$ cat config.mk
export PLATFORM = sky130hd
export DESIGN_NAME = jp_input_cond
export DESIGN_NICKNAME = d
export VERILOG_FILES = /design/src/rtl/jp_pkg.sv /design/src/rtl/jp_port_cond.sv /design/src/rtl/jp_input_cond.sv
export SDC_FILE = /design/constraint.sdc
export NUM_CORES = 1
export LEC_CHECK = 0
export CAP_MARGIN = 40
export CORE_AREA = 8 8 101 103
export DETAILED_ROUTE_END_ITERATION = 12
export DIE_AREA = 0 0 109 111
export PLACE_DENSITY = 0.75
export SYNTH_ARGS = -nofsm -noshare
export SYNTH_HDL_FRONTEND = slang
export SYNTH_SLANG_ARGS = --single-unit
$ cat constraint.sdc
create_clock -name clk_in -period 1.7 [get_ports clk_in]
set_input_delay 0.34 -clock clk_in [delete_from_list [all_inputs] [get_ports clk_in]]
set_output_delay 0.34 -clock clk_in [all_outputs]
set_load 0.02 [all_outputs]
$ cat src/rtl/jp_pkg.sv
`default_nettype none
// ============================================================================
// Module      : jp_pkg
// Description : Shared definitions for the joypad input conditioner:
//               poll-shadow FSM states, button bit positions inside the
//               published byte, default disconnect timeout, and a 3-input
//               majority helper used by the line filter.
// Revision    : 1.0 - initial release
// ============================================================================
package jp_pkg;

  typedef enum logic [1:0] {
    POLL_IDLE  = 2'd0,
    POLL_ARMED = 2'd1,
    POLL_SHIFT = 2'd2
  } poll_state_e;

  // Order in which a standard pad shifts its buttons out after a latch.
  localparam logic [2:0] BTN_A      = 3'd0;
  localparam logic [2:0] BTN_B      = 3'd1;
  localparam logic [2:0] BTN_SELECT = 3'd2;
  localparam logic [2:0] BTN_START  = 3'd3;
  localparam logic [2:0] BTN_UP     = 3'd4;
  localparam logic [2:0] BTN_DOWN   = 3'd5;
  localparam logic [2:0] BTN_LEFT   = 3'd6;
  localparam logic [2:0] BTN_RIGHT  = 3'd7;

  // ~42 ms of continuous low at 25 MHz before a pad is considered unplugged.
  localparam int unsigned DEFAULT_DISCONNECT_CYCLES = 1048576;
  localparam int unsigned DEFAULT_CNT_W             = 21;

  function automatic logic maj3(input logic [2:0] v);
    return (v[0] & v[1]) | (v[0] & v[2]) | (v[1] & v[2]);
  endfunction

endpackage
`default_nettype wire

$ cat src/rtl/jp_port_cond.sv
`default_nettype none
// ============================================================================
// Module      : jp_port_cond
// Description : Conditioner for one joypad port: 2-flop synchroniser plus
//               3-sample majority glitch filter, pad-present detection with
//               forced-idle output while unplugged, and a shadow of the
//               CPU's latch/clock poll that publishes the 8 button states.
// Ports       : clk_in/rst_in      - clock, synchronous active-high reset
//               pin_in             - raw asynchronous pad data pin
//               latch_in, sclk_in  - CPU latch strobe and shift clock
//               data_out           - conditioned serial data to the CPU
//               connected_out      - pad-present flag
//               buttons_out        - last polled buttons, 1 = pressed
//               buttons_valid_out  - one-cycle pulse on buttons_out update
// Revision    : 1.0 - initial release
// ============================================================================
module jp_port_cond
  import jp_pkg::*;
#(
  parameter int unsigned DISCONNECT_CYCLES = DEFAULT_DISCONNECT_CYCLES,
  parameter int unsigned CNT_W             = DEFAULT_CNT_W
) (
  input  logic       clk_in,
  input  logic       rst_in,
  input  logic       pin_in,
  input  logic       latch_in,
  input  logic       sclk_in,
  output logic       data_out,
  output logic       connected_out,
  output logic [7:0] buttons_out,
  output logic       buttons_valid_out
);

  // The counter stops one short of the timeout: the edge on which it would
  // reach DISCONNECT_CYCLES is the edge that drops the connection.
  localparam logic [CNT_W-1:0] LOW_LAST = CNT_W'(DISCONNECT_CYCLES - 1);

  logic             s1_q, s1_d, s2_q, s2_d;
  logic [2:0]       h_q, h_d;
  logic             maj;
  logic             data_q, data_d;
  logic             connected_q, connected_d;
  logic [CNT_W-1:0] low_cnt_q, low_cnt_d;
  logic             latch_q, latch_d, sclk_q, sclk_d;
  logic             latch_fall, sclk_rise;
  poll_state_e      state_q, state_d;
  logic [2:0]       idx_q, idx_d;
  logic [7:0]       shadow_q, shadow_d;
  logic [7:0]       buttons_q, buttons_d;
  logic             valid_q, valid_d;

  // --------------------------------------------------------------------------
  // Line filter and connect detection
  // --------------------------------------------------------------------------
  always_comb begin
    s1_d   = pin_in;
    s2_d   = s1_q;
    h_d    = {h_q[1:0], s2_q};
    maj    = maj3(h_q);
    // An unplugged port floats to "all released" from the CPU's view.
    data_d = maj | ~connected_q;

    connected_d = connected_q;
    low_cnt_d   = low_cnt_q;
    if (maj) begin
      // A high sample always wins, even on the timeout cycle.
      connected_d = 1'b1;
      low_cnt_d   = '0;
    end else if (connected_q) begin
      if (low_cnt_q == LOW_LAST) begin
        connected_d = 1'b0;
        low_cnt_d   = '0;
      end else begin
        low_cnt_d = low_cnt_q + 1'b1;
      end
    end
  end

  // --------------------------------------------------------------------------
  // Poll shadow FSM
  // --------------------------------------------------------------------------
  assign latch_d    = latch_in;
  assign sclk_d     = sclk_in;
  assign latch_fall = latch_q & ~latch_in;
  assign sclk_rise  = sclk_in & ~sclk_q;

  always_ff @(posedge clk_in) begin
    if (rst_in) state_q <= POLL_IDLE;
    else        state_q <= state_d;
  end

  always_comb begin
    state_d = state_q;
    if (latch_in) begin
      state_d = POLL_ARMED;
    end else begin
      case (state_q)
        POLL_IDLE:  state_d = POLL_IDLE;
        POLL_ARMED: if (latch_fall) state_d = POLL_SHIFT;
        POLL_SHIFT: if (sclk_rise && idx_q == BTN_RIGHT) state_d = POLL_IDLE;
        default:    state_d = POLL_IDLE;
      endcase
    end
  end

  always_comb begin
    shadow_d  = shadow_q;
    idx_d     = idx_q;
    buttons_d = buttons_q;
    valid_d   = 1'b0;
    if (latch_in) begin
      // Latch takes precedence over any coincident clock edge.
      shadow_d = '0;
      idx_d    = BTN_A;
    end else if (state_q == POLL_ARMED && latch_fall) begin
      shadow_d = '0;
      idx_d    = BTN_A;
    end else if (state_q == POLL_SHIFT && sclk_rise) begin
      // Pad lines are active-low; capture what the CPU itself sees.
      shadow_d[idx_q] = ~data_q;
      if (idx_q == BTN_RIGHT) begin
        buttons_d = shadow_d;
        valid_d   = 1'b1;
        idx_d     = BTN_A;
      end else begin
        idx_d = idx_q + 3'd1;
      end
    end
  end

  always_ff @(posedge clk_in) begin
    if (rst_in) begin
      s1_q        <= 1'b0;
      s2_q        <= 1'b0;
      h_q         <= '0;
      data_q      <= 1'b1;
      connected_q <= 1'b0;
      low_cnt_q   <= '0;
      latch_q     <= 1'b0;
      sclk_q      <= 1'b0;
      idx_q       <= '0;
      shadow_q    <= '0;
      buttons_q   <= '0;
      valid_q     <= 1'b0;
    end else begin
      s1_q        <= s1_d;
      s2_q        <= s2_d;
      h_q         <= h_d;
      data_q      <= data_d;
      connected_q <= connected_d;
      low_cnt_q   <= low_cnt_d;
      latch_q     <= latch_d;
      sclk_q      <= sclk_d;
      idx_q       <= idx_d;
      shadow_q    <= shadow_d;
      buttons_q   <= buttons_d;
      valid_q     <= valid_d;
    end
  end

  assign data_out          = data_q;
  assign connected_out     = connected_q;
  assign buttons_out       = buttons_q;
  assign buttons_valid_out = valid_q;

endmodule
`default_nettype wire

$ cat src/rtl/jp_input_cond.sv
`default_nettype none
// ============================================================================
// Module      : jp_input_cond
// Description : Two-port joypad input conditioner sitting between the pad
//               data pins and the rp2a03 joypad inputs. Each port is an
//               independent jp_port_cond; this level only splits and
//               concatenates the per-port vectors.
// Ports       : clk_in/rst_in     - clock, synchronous active-high reset
//               jp_data_in[1:0]   - raw pad pins (bit0 = port 1)
//               jp_latch_in       - shared latch strobe from the CPU
//               jp_clk_in[1:0]    - per-port shift clocks from the CPU
//               jp_data_out[1:0]  - conditioned serial data to the CPU
//               connected_out     - pad-present flags
//               buttons_out[15:0] - [7:0] port 1, [15:8] port 2, 1 = pressed
//               buttons_valid_out - per-port update pulse
// Revision    : 1.0 - initial release
// ============================================================================
module jp_input_cond
  import jp_pkg::*;
#(
  parameter int unsigned DISCONNECT_CYCLES = DEFAULT_DISCONNECT_CYCLES,
  parameter int unsigned CNT_W             = DEFAULT_CNT_W
) (
  input  logic        clk_in,
  input  logic        rst_in,
  input  logic [1:0]  jp_data_in,
  input  logic        jp_latch_in,
  input  logic [1:0]  jp_clk_in,
  output logic [1:0]  jp_data_out,
  output logic [1:0]  connected_out,
  output logic [15:0] buttons_out,
  output logic [1:0]  buttons_valid_out
);

  for (genvar p = 0; p < 2; p++) begin : g_port
    jp_port_cond #(
      .DISCONNECT_CYCLES(DISCONNECT_CYCLES),
      .CNT_W            (CNT_W)
    ) u_port (
      .clk_in           (clk_in),
      .rst_in           (rst_in),
      .pin_in           (jp_data_in[p]),
      .latch_in         (jp_latch_in),
      .sclk_in          (jp_clk_in[p]),
      .data_out         (jp_data_out[p]),
      .connected_out    (connected_out[p]),
      .buttons_out      (buttons_out[p*8 +: 8]),
      .buttons_valid_out(buttons_valid_out[p])
    );
  end

endmodule
`default_nettype wire
==> results.toml <==
[outcome]
status = "finished with violations"
violations = "negative setup slack"

[die]
dieArea_sq_um = 12100
core_sq_um = 8551
fp-row-count = 34
die_y_um = 111
io_pins = 29
initial_core_util_pct = 52.39
die_w_um = 109

[power_and_ir_drop]
vdd_drop_max_mv = 0.5500
switching_share_pct = 21.83
power.density_nw_per_um2 = 734.4
intPower_mw = 3.169
share_comb_of_total_power_pct = 3.1
clockPowerShare_pct = 36.9
power_leakage_nw = 2.283
power_frac_seq_pct = 60.1
switching_power_mw = 0.8851

[timing]
final_max_slew_viol_count = 0
setup_tns_ns = -0.02387
finalCritPeriodShare_pct = 101.1
fin_ws_ns = -0.01893
min_period_ns = 1.719
setup_viol = 2
max_freq_ghz = 0.5818
finClkSkew_ns = 0.01481
worst_pin_slew_ns = 0.3741
rsz0062_at_grt = "yes"
max_slew_margin_pct = 75.03
hold_viol_final = 0

[grt]
grt_max_degree = 21
gr-usage-all-layers_pct = 15.73
grt_pass1_vias = 3646
grt_pass1_wl_mm = 16.03
overflow = 0
antenna_found_initial = 0

[placement]
dp.cells = 675
place_area_sq_um = 5244
gp_congestion = 0.8011
dpl_worst_slack_ns = -0.3276
place.port_buffers = 28
place_hpwl_mm = 6.764

[logic_synthesis]
synth.area.mux_share_pct = 3.408
synth_compound_area_share_pct = 13.58
yosys-top-cells-count = "103 x dfxtp_1, 65 x nor2_1, 45 x a21oi_1, 39 x nand2_1, 20 x clkbuf_1"
synth_top_area_share_pct = 46.03
avgSynthCellArea_sq_um = 8.818
synth_edf_count = 0
mappedNetlistArea_sq_um = 4479
ys_seq_elements = 103
synth_seq_area_share_pct = 46.03
synthArstFlopShare_pct = 0
synth_top_family_by_area = "simple AND/OR/NAND/NOR gates"
synth_xor_xnor_area_share_pct = 4.497
synthMostInstantiatedCell = "dfxtp_1"
yosys_warnings = 0
synthAdderAreaFrac_pct = 2.123
synthFlopType = "dfxtp_1"
ys_types = 52
synth-simple-area-share_pct = 25.56
yosysTopAreaCell = "dfxtp_1"
netlist_instances = 508
synth.area.top_cells = "dfxtp_1 46%, nor2_1 5.4%, a21oi_1 5.0%"
synth_nets = 521

[worst_setup_path]
cp_max_fo = 6
arrival_ns = 2.01
cp-start-kind = "flip-flop"
critPathCaptureType = "flip-flop"
critPathKind = "reg -> reg"
cp_data_required_time_ns = 1.99

[layout]
stdcell_area_sq_um = 5520
final_core_util_pct = 64.56
diodes = 0
design.final.nets = 592
drive_above_1_share_pct = 18.32
layoutNonFillerInstCount = 692
area_growth_pct = 23.24

[hold_path]
hold_class = "reg -> reg"

[detailed_routing]
post-route-drc-count = 0
post_drt_wl_per_cell_um = 13.55
vias = 3782
drt_pre_antenna_iters = 4
drt_iter0_markers = 107
ant_nets = 0
via_per_inst = 5.465
drt_wl_total_mm = 9.376

[cts]
cts-root-buf = "clkbuf_8"
clockBufferDepth = 2
cts_setup_buffers = 0
cts_tree = "done"
cts.sinks = 103
cts_hold_buffers = 0
cts_buffers = 9
path_clk_slew_ns = 0.09
clk_latency_ns = 0.36
h-tree-depth = 3

[run]
max_cap_viol_count = 0
## critical path: stages (launching register included)
cell and delay, ns:
dfxtp_2 0.36, nand4_4 0.11, buf_6 0.15, or4_4 0.57, or3_4 0.34, a21oi_1 0.13
## flip-flops by register name (all words and copies together), names as in the netlist, 4 cells and up
register,count
g_port.u_port.h_q,6
g_port.u_port.state_q,4
g_port.u_port.low_cnt_q,42
g_port.u_port.shadow_q,16
g_port.u_port.idx_q,6
g_port.u_port.buttons_out,16
## metrics by stage
step	hold slack [ns]	power, mW
after floorplan	0.4138	2.552
after global placement	0.4184	2.614
after detailed placement	0.4338	2.617
after CTS	0.4536	4.099
after global routing	0.4626	4.222
final	0.4344	4.054
## per-layer routing
metal,share of wire (%),track usage [%],wire (um),up-vias
met1,45,18.68,4222,1792
met5,0,0,0,-
li1,-,-,-,1922
met3,3.6,3.837,339,10
met2,50,27.15,4704,58
met4,1.2,4.110,109,0
## layout make-up
class / count / area [sq um]
timing repair buffer: 92 / 799.5
clock buffer: 11 / 131.4
multi-input combinational: 359 / 2271
fill: 698 / 3030
clock inverter: 5 / 58.81
tap: 108 / 135.1
sequential: 103 / 2072
inverter: 14 / 52.55
## path summary, 6_finish.rpt
path | from | to | slack [ns] | depth (start not counted)
setup / recovery | g_port[0].u_port.low_cnt_q[6] | g_port[0].u_port.low_cnt_q[15] | -0.02 | 5
hold / removal | g_port[0].u_port.connected_out | g_port[0].u_port.data_out | 0.43 | 1
setup reg to reg | g_port[0].u_port.low_cnt_q[6] | g_port[0].u_port.low_cnt_q[15] | -0.02 | 5
hold reg to reg | g_port[0].u_port.connected_out | g_port[0].u_port.data_out | 0.43 | 1
## cells in the final DEF (no fill, tap or decap), drive strengths merged, types with 6 or more instances in the layout
cell type	instances
buf	64
nor2b	16
and2	6
dfxtp	103
dlymetal6s2s	12
xor2	12
o21ai	20
a311oi	7
inv	14
nor3	8
ha	6
nand3	12
clkbuf	11
clkdlybuf4s50	10
nor3b	8
mux2i	13
dlygate4sd2	6
nor2	65
or3	12
xnor2	11
nand4	16
nand3b	10
a21oi	45
nand2	39
## repair_timing
item                                    4_1_cts  5_1_grt
pin swaps                                     0        5
gates resized for setup                       6       28
endpoints found under the setup margin       21       45
cloned                                        0        1
## power groups by stage
stage | Combinational, mW | Clock (mW) | Sequential (mW)
finish | 0.125 | 1.49 | 2.44
global route | 0.137 | 1.65 | 2.44
CTS | 0.125 | 1.54 | 2.44
detailed placement | 0.125 | 0 | 2.49
global placement | 0.123 | 0 | 2.49
floorplan | 0.0637 | 0 | 2.49
## kinds of logic (layout without fill, tap and decap cells)
family,after synthesis,count (layout)
flip-flops,103,103
multiplexers,15,15
adder cells (fa/ha/maj),8,8
buffers and inverters,47,122
AO/OA/AOI/OAI,96,96
AND/OR/NAND/NOR,216,217
XOR/XNOR,23,23
(Power assumes the default switching activity.)
